[src/rtl/instr_fetch_unit.sv]
// -----------------------------------------------------------------------------
// instr_fetch_unit
//   Program counter plus a single-outstanding instruction fetch engine. After
//   reset the unit requests the word at PC, latches it into the instruction
//   register on the memory ack, then holds it for CONTROL until PC_LdEn asks
//   for the next (sequential or branch) instruction.
//
// Parameters
//   RESET_PC     value loaded into PC on reset
//
// Ports
//   Clk          clock, all state changes on the rising edge
//   Reset        synchronous active-high reset
//   PC_LdEn      advance PC and start the next fetch (only honoured in HOLD)
//   PC_sel       0 = PC+4, 1 = PC+4+(PC_Immed<<2)
//   PC_Immed     sign-extended branch offset in words
//   IMEM_addr    instruction memory byte address (= PC)
//   IMEM_req     registered fetch request
//   IMEM_ack     memory ack, IMEM_data valid in the same cycle
//   IMEM_data    instruction word from memory
//   Instr        instruction register
//   Instr_valid  Instr holds the instruction at the current PC
//   PC           current program counter
//   Fetch_err    sticky fetch-timeout flag
//
// Configuration
//   FETCH_TIMEOUT_EN  when defined, 16 consecutive ack-less request cycles
//                     park the unit in ERR with Fetch_err set until Reset.
//                     When undefined the request waits indefinitely and
//                     Fetch_err is tied low.
// -----------------------------------------------------------------------------
module instr_fetch_unit #(
  parameter logic [31:0] RESET_PC = 32'h0000_0000
) (
  input  logic        Clk,
  input  logic        Reset,
  input  logic        PC_LdEn,
  input  logic        PC_sel,
  input  logic [31:0] PC_Immed,
  output logic [31:0] IMEM_addr,
  output logic        IMEM_req,
  input  logic        IMEM_ack,
  input  logic [31:0] IMEM_data,
  output logic [31:0] Instr,
  output logic        Instr_valid,
  output logic [31:0] PC,
  output logic        Fetch_err
);

  localparam int unsigned XLEN = 32;
  localparam int unsigned TO_W = 4;

  typedef enum logic [1:0] {
    S_IDLE = 2'd0,
    S_REQ  = 2'd1,
    S_HOLD = 2'd2,
    S_ERR  = 2'd3
  } state_e;

  state_e            state_q, state_d;
  logic [XLEN-1:0]   pc_q, pc_d;
  logic [XLEN-1:0]   instr_q, instr_d;
  logic              req_q;
  logic              valid_q;

  logic [XLEN-1:0]   pc_seq_c;
  logic [XLEN-1:0]   offset_c;
  logic [XLEN-1:0]   pc_target_c;
  logic              timeout_c;

  // Next-PC candidates; the word offset shift keeps only the low 32 bits.
  assign pc_seq_c    = pc_q + XLEN'(4);
  assign offset_c    = PC_Immed << 2;
  assign pc_target_c = pc_seq_c + offset_c;

`ifdef FETCH_TIMEOUT_EN
  logic [TO_W-1:0] to_cnt_q, to_cnt_d;
  logic            err_q;

  // Counts ack-less REQ cycles; cleared on every transition into REQ.
  always_comb begin
    to_cnt_d = to_cnt_q;
    if ((state_q == S_IDLE) || ((state_q == S_HOLD) && PC_LdEn)) begin
      to_cnt_d = '0;
    end else if ((state_q == S_REQ) && !IMEM_ack) begin
      to_cnt_d = to_cnt_q + TO_W'(1);
    end
  end

  // A counter already at its maximum marks the 16th consecutive miss.
  assign timeout_c = (to_cnt_q == {TO_W{1'b1}});

  always_ff @(posedge Clk) begin
    if (Reset) begin
      to_cnt_q <= '0;
      err_q    <= 1'b0;
    end else begin
      to_cnt_q <= to_cnt_d;
      err_q    <= (state_d == S_ERR);
    end
  end

  assign Fetch_err = err_q;
`else
  assign timeout_c = 1'b0;
  assign Fetch_err = 1'b0;
`endif

  // Next-state, next-PC and instruction capture.
  always_comb begin
    state_d = state_q;
    pc_d    = pc_q;
    instr_d = instr_q;
    unique case (state_q)
      S_IDLE: begin
        state_d = S_REQ;
      end
      S_REQ: begin
        if (IMEM_ack) begin
          instr_d = IMEM_data;
          state_d = S_HOLD;
        end else if (timeout_c) begin
          state_d = S_ERR;
        end
      end
      S_HOLD: begin
        if (PC_LdEn) begin
          pc_d    = PC_sel ? pc_target_c : pc_seq_c;
          state_d = S_REQ;
        end
      end
      S_ERR: begin
        state_d = S_ERR;
      end
      default: begin
        state_d = S_IDLE;
      end
    endcase
  end

  // State and registered outputs; request/valid flags follow the next state.
  always_ff @(posedge Clk) begin
    if (Reset) begin
      state_q <= S_IDLE;
      pc_q    <= RESET_PC;
      instr_q <= '0;
      req_q   <= 1'b0;
      valid_q <= 1'b0;
    end else begin
      state_q <= state_d;
      pc_q    <= pc_d;
      instr_q <= instr_d;
      req_q   <= (state_d == S_REQ);
      valid_q <= (state_d == S_HOLD);
    end
  end

  assign PC          = pc_q;
  assign IMEM_addr   = pc_q;
  assign Instr       = instr_q;
  assign IMEM_req    = req_q;
  assign Instr_valid = valid_q;

endmodule

[config.mk]
export PLATFORM = sky130hd
export DESIGN_NAME = instr_fetch_unit
export DESIGN_NICKNAME = d
export VERILOG_FILES = /design/src/rtl/instr_fetch_unit.sv
export SDC_FILE = /design/constraint.sdc
export NUM_CORES = 1
export LEC_CHECK = 0
export BUFFER_PORTS_ARGS = -buffer_cell sky130_fd_sc_hd__buf_2
export CAP_MARGIN = 5
export CORE_ASPECT_RATIO = 0.5
export CORE_MARGIN = 1.5
export CORE_UTILIZATION = 54
export CTS_BUF_LIST = sky130_fd_sc_hd__clkbuf_4
export CTS_CLUSTER_DIAMETER = 50
export DETAILED_ROUTE_END_ITERATION = 12
export PLACE_DENSITY = 0.91
export SYNTH_ARGS = -nofsm -noshare
export SYNTH_HDL_FRONTEND = slang
export SYNTH_SLANG_ARGS = --single-unit
[constraint.sdc]
create_clock -name Clk -period 4.7 [get_ports Clk]
set_input_delay 0.705 -clock Clk [delete_from_list [all_inputs] [get_ports Clk]]
set_output_delay 0.705 -clock Clk [all_outputs]
set_load 0.1 [all_outputs]
==> results of run 1 <==
[critical path: stages, from the launching register on]
cell	delay, ns
dfxtp_1	0.47
and4_4	0.31
nand3_4	0.12
nor4_4	0.44
nand2_1	0.24
nor2_1	0.26
xor2_1	0.25
ha_1	0.31
a21o_1	0.18
a21o_1	0.18
a21oi_1	0.21
nand3_1	0.11
a311oi_1	0.26
nor2_1	0.12
a221oi_1	0.35
xor2_1	0.15
a211oi_1	0.27
[worst paths after layout]
path,end,start,slack [ns]
max reg2reg,IMEM_addr[28]$_SDFFE_PP0P_,IMEM_addr[5]$_SDFFE_PP0P_,0.40
min,Instr[18]$_SDFFE_PP0P_,Instr[18]$_SDFFE_PP0P_,0.46
min reg2reg,Instr[18]$_SDFFE_PP0P_,Instr[18]$_SDFFE_PP0P_,0.46
max,IMEM_addr[28]$_SDFFE_PP0P_,IMEM_addr[5]$_SDFFE_PP0P_,0.40
[timing repair]
item	4_1_cts	5_1_grt
gates resized for setup	0	1
hold buffers	0	0
endpoints found under the setup margin	0	1
[logic make-up after synthesis]
family,Yosys count
and+or+nand+nor,258
other,1
adders and majority gates,38
DFF,66
buffers and inverters,89
muxes,5
xor gates and xnor gates,52
AOI/OAI and AO/OA,195
[metal layers]
metal	track usage	vias to the layer above	routed length (um)	part of all wire
li1	-	2667	-	-
met1	0.329	2504	6110	0.43
met2	0.453	250	6680	0.47
met3	0.0676	44	1100	0.078
met4	0.104	0	267	0.019
met5	0	-	0	0
[power groups by stage]
stage	sequential [mW]	clock, mW	combinational (mW)
after global routing	0.606	0.364	0.525
after CTS	0.602	0.340	0.493
final	0.602	0.333	0.497
after floorplan	0.765	0	0.263
after global placement	0.613	0	0.484
after detailed placement	0.614	0	0.492
[cell usage in the layout (no fill, tap or decap), drive strengths merged, types with 7 or more instances in the layout]
cell and n:
buf 167, nand2 123, a21oi 89, dfxtp 66
nor2 49, ha 37, xnor2 31, o21ai 30
nand3 24, xor2 21, inv 18, nor3 14
a21o 13, a211oi 12, and3 11, clkbuf 9
nand4 8, a311oi 7, nor2b 7
[cell usage after synthesis, drive strengths merged (2+ instances only)]
cell type  count
a31o           3
nor2b          7
o21bai         2
nor3          14
nand4          8
o31ai          4
o21ai         30
nand4b         2
and4           4
and3          11
a211oi        12
o21a           2
a311oi         7
nor4           3
o31a           3
inv           17
and2           5
clkbuf        30
or2            2
mux2i          5
xor2          21
a21oi         89
a22oi          3
a21o          13
nand2b         2
a221oi         3
buf           41
o221ai         4
a2111oi        3
ha            37
dfxtp         66
nor2          49
nand2        123
nand3         24
o211ai         4
a31oi          5
xnor2         31
[registers in the layout, indices dropped and copies added (netlist names)]
signal / cells
Instr: 32
IMEM_addr: 30
state_q: 2
IMEM_req: 1
Instr_valid: 1
[layout make-up]
cell class | count | area share
Sequential cell | 66 | 0.221
Clock buffer | 9 | 0.0113
Timing Repair Buffer | 167 | 0.143
Clock inverter | 7 | 0.00754
Tap cell | 135 | 0.0283
Inverter | 17 | 0.0107
Multi-Input combinational cell | 553 | 0.578
[through the flow]
stage | cells | utilization
2_1_floorplan | 708 | -
3_3_place_gp | 938 | 0.619
3_5_place_dp | 938 | 0.619
4_1_cts | 954 | 0.630
5_1_grt | 954 | 0.631
6_report | 954 | 0.631
==> flow_metrics.env, run 1 <==
export IMPL_p_clk_frac=0.233
export IMPL_yosys_area_top_type_share=0.250
export IMPL_r2r_cells=16
export IMPL_ys_seq_elements=66
export IMPL_drtAntennaViolNets=0
export IMPL_drt_iter0_drc=446
export IMPL_routed_wl_um=14200
export IMPL_drive_gt1_frac=0.252
export IMPL_core_area_um2=9480
export IMPL_seq_area_um2=1320
export IMPL_crit_fanout=7
export IMPL_overflow=0
export IMPL_ios=168
export IMPL_worst_setup_path_end_kind="flip-flop"
export IMPL_p_comb_frac=0.347
export IMPL_die_h_um=72.9
export IMPL_viasPerCell=5.73
export IMPL_crit_path_start_kind="flip-flop"
export IMPL_num_rows=25
export IMPL_p_sw_frac=0.437
export IMPL_synth_compound_area_frac=0.235
export IMPL_die_area_um2=10400
export IMPL_async_reset_ff_frac=0
export IMPL_worstMarginPinSlew_ns=1.15
export IMPL_synth_top_family_by_area="compound AO/OA/AOI/OAI gates"
export IMPL_synth_area_leaders="dfxtp_1, ha_1, nand2_1, a21oi_1, xnor2_1"
export IMPL_yosys_area_share_simple=0.226
export IMPL_nets=921
export IMPL_relSlewSlack=0.236
export IMPL_fillerInstances=860
export IMPL_start_util=0.557
export IMPL_critPathKind="flip-flop to flip-flop"
export IMPL_cp_required_ns=5.04
export IMPL_syn2layout_area_growth_pct=13.1
export IMPL_ir_worst_vdd_uv=192
export IMPL_htreeDepth=3
export IMPL_grt_pass1_vias=4823
export IMPL_vias=5465
export IMPL_worst_ep_arrival_time_ns=4.65
export IMPL_hold_depth=2
export IMPL_hold_slack_ns=0.458
export IMPL_synthMuxAreaShare=0.00947
export IMPL_finalHoldViolations=0
export IMPL_drcViolationCount=0
export IMPL_slew_violations=0
export IMPL_grt_max_degree=50
export IMPL_multi_input_area_um2=3460
export IMPL_synth_edf_count=0
export IMPL_worst_hold_path_type="flip-flop to flip-flop"
export IMPL_clk_pin_slew_worst_paths_ns=0.12
export IMPL_clock_skew_final_ns=0.00784
export IMPL_rsz0062_at_grt="no"
export IMPL_clock_fmax_mhz=232
export IMPL_cts_tree="built"
export IMPL_min_period_ns=4.30
export IMPL_placed_area_um2=5860
export IMPL_clock_sinks=66
export IMPL_p_int_uw=806
export IMPL_fin_area_um2=5980
export IMPL_syn_area_per_cell_um2=7.51
export IMPL_gp_congestion=0.928
export IMPL_setup_viol=0
export IMPL_cts_setup_buffers=0
export IMPL_root_buffer="clkbuf_4"
export IMPL_ys_flop_type="dfxtp_1"
export IMPL_clk_latency_ns=0.43
export IMPL_cts_buffers=9
export IMPL_status="completed"
export IMPL_synth_seq_area_share=0.250
export IMPL_layout_setup_ws_ns=0.397
export IMPL_min_period_over_period=0.916
export IMPL_synth_adder_area_share=0.0914
export IMPL_syn_inst=704
export IMPL_place_ws_ns=0.401
export IMPL_synth_area_um2=5280
export IMPL_routedWlPerCell_um=14.8
export IMPL_grt_antenna_before_repair=0
export IMPL_die_x_um=143
export IMPL_synth_cell_types=72
export IMPL_dpl_hpwl_um=10500
export IMPL_yosys_area_top_type="dfxtp_1"
export IMPL_cap_viol_max_count=0
export IMPL_tns_ns=0
export IMPL_synth_warnings=0
export IMPL_p_switching_uw=626
export IMPL_port_buffers=160
export IMPL_grt_pass1_wl_um=22000
export IMPL_p_per_area_nw_per_um2=240
export IMPL_leakagePower_nw=2.81
export IMPL_clock_path_buffers=2
export IMPL_firstDrtPassIters=5
export IMPL_antenna_cells=0
export IMPL_power_total_mw=1.43
export IMPL_sequentialPowerShare=0.420
export IMPL_track_usage=0.266
export IMPL_synth_xor_area_frac=0.0876
(Power assumes the default switching activity.)
==> inputs of run 2 (changes only) <==
Settings changed: CORE_ASPECT_RATIO 0.5 to 1.2, CORE_UTILIZATION 54 to 58, PLACE_DENSITY 0.91 to 0.95.
Clock period 4.7 ns to 5.3 ns, I/O delays scaled along.
==> flow_metrics.env, run 2 (synthesized netlist as in run 1, its figures left out) <==
export IMPL_min_period_over_period=0.829
export IMPL_clock_path_buffers=2
export IMPL_layout_common_cells="buf_2, nand2_1, a21oi_1, dfxtp_1, nor2_1"
export IMPL_root_buffer="clkbuf_4"
export IMPL_r2r_cells=13
export IMPL_crit_fanout=9
export IMPL_port_buffers=160
export IMPL_routed_wl_um=13600
export IMPL_drtAntennaViolNets=0
export IMPL_die_x_um=90.1
export IMPL_setup_viol=0
export IMPL_grt_pass1_vias=4865
export IMPL_start_util=0.607
export IMPL_finalHoldViolations=0
export IMPL_cts_buffers=9
export IMPL_core_area_um2=8700
export IMPL_tns_ns=0
export IMPL_status="completed"
export IMPL_clk_latency_ns=0.42
export IMPL_ir_worst_vdd_uv=227
export IMPL_track_usage=0.275
export IMPL_relSlewSlack=0.231
export IMPL_ios=168
export IMPL_syn2layout_area_growth_pct=12.6
export IMPL_crit_path_start_kind="flip-flop"
export IMPL_drcViolationCount=0
export IMPL_gp_congestion=0.928
export IMPL_overflow=0
export IMPL_drive_gt1_frac=0.247
export IMPL_dpl_hpwl_um=10200
export IMPL_firstDrtPassIters=6
export IMPL_worst_hold_path_type="flip-flop to flip-flop"
export IMPL_leakagePower_nw=2.80
export IMPL_reg2reg_from="IMEM_addr[4]$_SDFFE_PP0P_"
export IMPL_clk_pin_slew_worst_paths_ns=0.12
export IMPL_grt_max_degree=50
export IMPL_antenna_cells=0
export IMPL_final_common_cell="buf_2"
export IMPL_holdBufCountCts=0
export IMPL_slew_violations=0
export IMPL_vias=5379
export IMPL_nets=916
export IMPL_hp_start="Instr[14]$_SDFFE_PP0P_"
export IMPL_cp_required_ns=5.63
export IMPL_min_period_ns=4.39
export IMPL_worst_setup_path_end_kind="flip-flop"
export IMPL_clock_sinks=66
export IMPL_largest_reg_flops=32
export IMPL_grt_pass1_wl_um=22000
export IMPL_viasPerCell=5.78
export IMPL_die_area_um2=9690
export IMPL_routedWlPerCell_um=14.6
export IMPL_cts_tree="built"
export IMPL_cts_resized=0
export IMPL_drt_iter0_drc=333
export IMPL_die_h_um=108
export IMPL_cts_setup_buffers=0
export IMPL_grt_antenna_before_repair=0
export IMPL_cap_viol_max_count=0
export IMPL_p_per_area_nw_per_um2=222
export IMPL_crit_path_start="IMEM_addr[4]$_SDFFE_PP0P_"
export IMPL_worstMarginPinSlew_ns=1.15
export IMPL_htreeDepth=3
export IMPL_hold_depth=2
export IMPL_num_rows=37
export IMPL_worst_ep_arrival_time_ns=4.72
export IMPL_clock_skew_final_ns=0.0114
export IMPL_critPathKind="flip-flop to flip-flop"
export IMPL_rsz0062_at_grt="no"
export IMPL_clock_fmax_mhz=228
export IMPL_hold_slack_ns=0.458
[run 2: changes by cell type in the layout (fill, tap and decap cells not counted), sizes merged]
cell      delta
buf          -5
clkinvlp     -3
clkinv       +2
bufinv       +1
[run 2: cell type report]
type                    instances  area, um^2
clock inverters                 7        78.8
inverters                      17        63.8
flip-flops and latches         66        1320
clock buffers                   9        67.6
multi-input cells             553        3460
fillers                       810        2750
well taps                     117         146
repair buffers                162         816
[run 2: metrics by stage]
step | utilization | instances | setup WS, ns | power [mW] | instance area, um^2
finish | 0.684 | 931 | 0.908 | 1.32 | 5950
global route | 0.684 | 931 | 0.692 | 1.38 | 5950
CTS | 0.684 | 931 | 1.02 | 1.32 | 5950
detailed placement | 0.667 | 915 | 1.04 | 0.979 | 5800
global placement | 0.667 | 915 | 1.14 | 0.973 | 5800
floorplan | - | 708 | 0.818 | 0.912 | 5300
[run 2: final timing paths]
kind	endpoint	slack (ns)
setup / recovery	IMEM_addr[22]$_SDFFE_PP0P_	0.91
hold / removal	Instr[14]$_SDFFE_PP0P_	0.46
setup reg to reg	IMEM_addr[22]$_SDFFE_PP0P_	0.91
hold reg to reg	Instr[14]$_SDFFE_PP0P_	0.46
[run 2: worst max-delay path, cell delays in order (launching register included)]
cell and delay (ns):
dfxtp_1 0.55, and4_4 0.33, nor2b_1 0.30, and3_1 0.28, nand3_1 0.11, xnor2_1 0.28
ha_1 0.32, o2111ai_1 0.21, o31ai_1 0.63, a31oi_1 0.22, o21ai_0 0.48, xor2_1 0.25
o21ai_0 0.11, a221oi_1 0.24
[run 2: report_power, final]
part	leakage (nW)	internal [mW]	switching, mW	total, mW
clock	0.0805	0.148	0.201	0.348
combinational	2.19	0.104	0.334	0.438
sequential	0.537	0.516	0.0177	0.534
[run 2: per-layer routing]
metal,up-vias,track usage,wire (um)
met5,-,0,0
met4,0,0.108,346
met3,27,0.0452,896
met2,227,0.485,6800
met1,2462,0.334,5600
li1,2663,-,-
==> inputs of run 3 (changes only) <==
Settings changed: CORE_UTILIZATION 58 to 48, PLACE_DENSITY 0.95 to 0.86.
Clock period 5.3 ns to 3.6 ns, I/O delays scaled along.
==> flow_metrics.env, run 3 (synthesized netlist as in run 1, its figures left out) <==
export IMPL_die_x_um=98.8
export IMPL_die_area_um2=11600
export IMPL_firstDrtPassIters=7
export IMPL_finalHoldViolations=0
export IMPL_p_sw_frac=0.429
export IMPL_worst_hold_path_type="primary input to flip-flop"
export IMPL_grt_pass1_wl_um=23600
export IMPL_finalNonFillerCells=992
export IMPL_hold_slack_ns=0.314
export IMPL_cp_required_ns=3.97
export IMPL_cts_tree="built"
export IMPL_worst_ep_arrival_time_ns=3.88
export IMPL_root_buffer="clkbuf_4"
export IMPL_setup_viol=0
export IMPL_start_util=0.498
export IMPL_largest_reg_flops=32
export IMPL_final_util=0.629
export IMPL_cap_viol_max_count=0
export IMPL_die_h_um=118
export IMPL_track_usage=0.248
export IMPL_layout_common_cells="buf_2, nand2_1, a21oi_1, buf_4, dfxtp_1"
export IMPL_num_rows=41
export IMPL_nets=964
export IMPL_slew_violations=0
export IMPL_tns_ns=0
export IMPL_overflow=0
export IMPL_leakagePower_nw=3.16
export IMPL_clock_fmax_mhz=284
export IMPL_reg2reg_slack_ns=0.08
export IMPL_holdBufCountCts=0
export IMPL_p_switching_uw=870
export IMPL_reg2reg_from="IMEM_addr[4]$_SDFFE_PP0P_"
export IMPL_grt_max_degree=49
export IMPL_ios=168
export IMPL_clk_pin_slew_worst_paths_ns=0.14
export IMPL_fillerInstances=951
export IMPL_grt_pass1_vias=5161
export IMPL_core_area_um2=10600
export IMPL_syn2layout_area_growth_pct=26.5
export IMPL_relSlewSlack=0.485
export IMPL_worst_setup_path_end_kind="flip-flop"
export IMPL_htreeDepth=3
export IMPL_placed_cells=967
export IMPL_p_int_mw=1.16
export IMPL_hold_depth=3
export IMPL_p_clk_frac=0.273
export IMPL_crit_fanout=4
export IMPL_r2r_cells=15
export IMPL_port_buffers=160
export IMPL_sequentialPowerShare=0.384
export IMPL_hold_end="Instr[13]$_SDFFE_PP0P_"
export IMPL_routedWlPerCell_um=15.8
export IMPL_path_cells="and4_4 > nor2b_1 > and3_2 > nand3_1 > xnor2_2 > ha_1 > o2111ai_2 > nor2_1 > a211oi_2 > o31ai_4 > a311oi_2 > nor2_2 > a221oi_2 > xor2_1 > a211oi_1"
export IMPL_drtAntennaViolNets=0
export IMPL_clock_path_buffers=2
export IMPL_cpPeakStageDelay_ns=0.36
export IMPL_clock_sinks=66
export IMPL_dpl_hpwl_um=11100
export IMPL_drcViolationCount=0
export IMPL_gp_congestion=0.945
export IMPL_vias=5669
export IMPL_p_comb_frac=0.343
export IMPL_r2r_end="IMEM_addr[28]$_SDFFE_PP0P_"
export IMPL_min_period_over_period=0.977
export IMPL_min_period_ns=3.52
export IMPL_crit_path_start_kind="flip-flop"
export IMPL_clk_latency_ns=0.44
export IMPL_final_common_cell="buf_2"
export IMPL_viasPerCell=5.71
export IMPL_worst_path_max_delay_cell="dfxtp_4"
export IMPL_status="completed"
export IMPL_drt_iter0_drc=341
export IMPL_hp_start="IMEM_data[13]"
export IMPL_critPathKind="flip-flop to flip-flop"
export IMPL_rsz0062_at_grt="yes"
export IMPL_ir_worst_vdd_uv=363
export IMPL_worstMarginPinSlew_ns=0.769
export IMPL_power_total_mw=2.03
export IMPL_p_per_area_nw_per_um2=303
export IMPL_routed_wl_um=15700
export IMPL_drive_gt1_frac=0.367
export IMPL_clock_skew_final_ns=0.0206
export IMPL_grt_antenna_before_repair=1
export IMPL_cts_buffers=9
## run 3: metrics by stage
stage	cell area (um^2)	worst slack (ns)
2_1_floorplan	5400	-0.0246
3_3_place_gp	6210	0.0729
3_5_place_dp	6210	0.00746
4_1_cts	6360	0.0124
5_1_grt	6680	-0.133
6_report	6680	0.0814
## run 3: how the worst max path moves through the flow
stage                                           from                         end  slack (ns)
final                      IMEM_addr[4]$_SDFFE_PP0P_  IMEM_addr[28]$_SDFFE_PP0P_        0.08
after global routing      IMEM_addr[11]$_SDFFE_PP0P_  IMEM_addr[28]$_SDFFE_PP0P_       -0.13
after CTS                  IMEM_addr[4]$_SDFFE_PP0P_  IMEM_addr[30]$_SDFFE_PP0P_        0.01
after detailed placement   IMEM_addr[4]$_SDFFE_PP0P_  IMEM_addr[31]$_SDFFE_PP0P_       0.007
after global placement     IMEM_addr[4]$_SDFFE_PP0P_  IMEM_addr[30]$_SDFFE_PP0P_        0.07
after floorplan            IMEM_addr[5]$_SDFFE_PP0P_  IMEM_addr[28]$_SDFFE_PP0P_       -0.02
## run 3: area by class of cell
type	instances	area, um^2	area share
multi-input combinational	553	3750	0.562
timing repair buffer	210	1180	0.177
inverter	17	63.8	0.00955
tap	129	161	0.0241
clock inverter	7	78.8	0.0118
clock buffer	9	67.6	0.0101
sequential	66	1380	0.206
antenna	1	2.50	0.000374
## run 3: worst max-delay path, delay by kind of cell (launching register included)
kind / cells / cell delay (ns)
compound gates: 6 / 1.52
xor+xnor: 2 / 0.28
fa+ha+maj: 1 / 0.32
flops: 1 / 0.36
simple gates: 6 / 0.97
## run 3: power groups by stage
stage                     sequential (mW)  combinational (mW)  clock, mW
after floorplan                     0.994               0.345          0
after global placement              0.792               0.656          0
after detailed placement            0.794               0.663          0
after CTS                           0.778               0.665      0.563
after global routing                0.783               0.736      0.592
final                               0.778               0.696      0.554
## run 3: timing repair
action,CTS,global route
gates resized for setup,1,47
setup buffers,0,8
setup endpoints to repair,1,11
pin swaps,0,16
## run 3: layer usage
layer | global-route usage | wire length (um) | vias up
met4 | 0.132 | 615 | 0
met5 | 0 | 0 | -
met2 | 0.430 | 7820 | 253
met3 | 0.0321 | 1130 | 53
met1 | 0.294 | 6090 | 2608
li1 | - | - | 2755
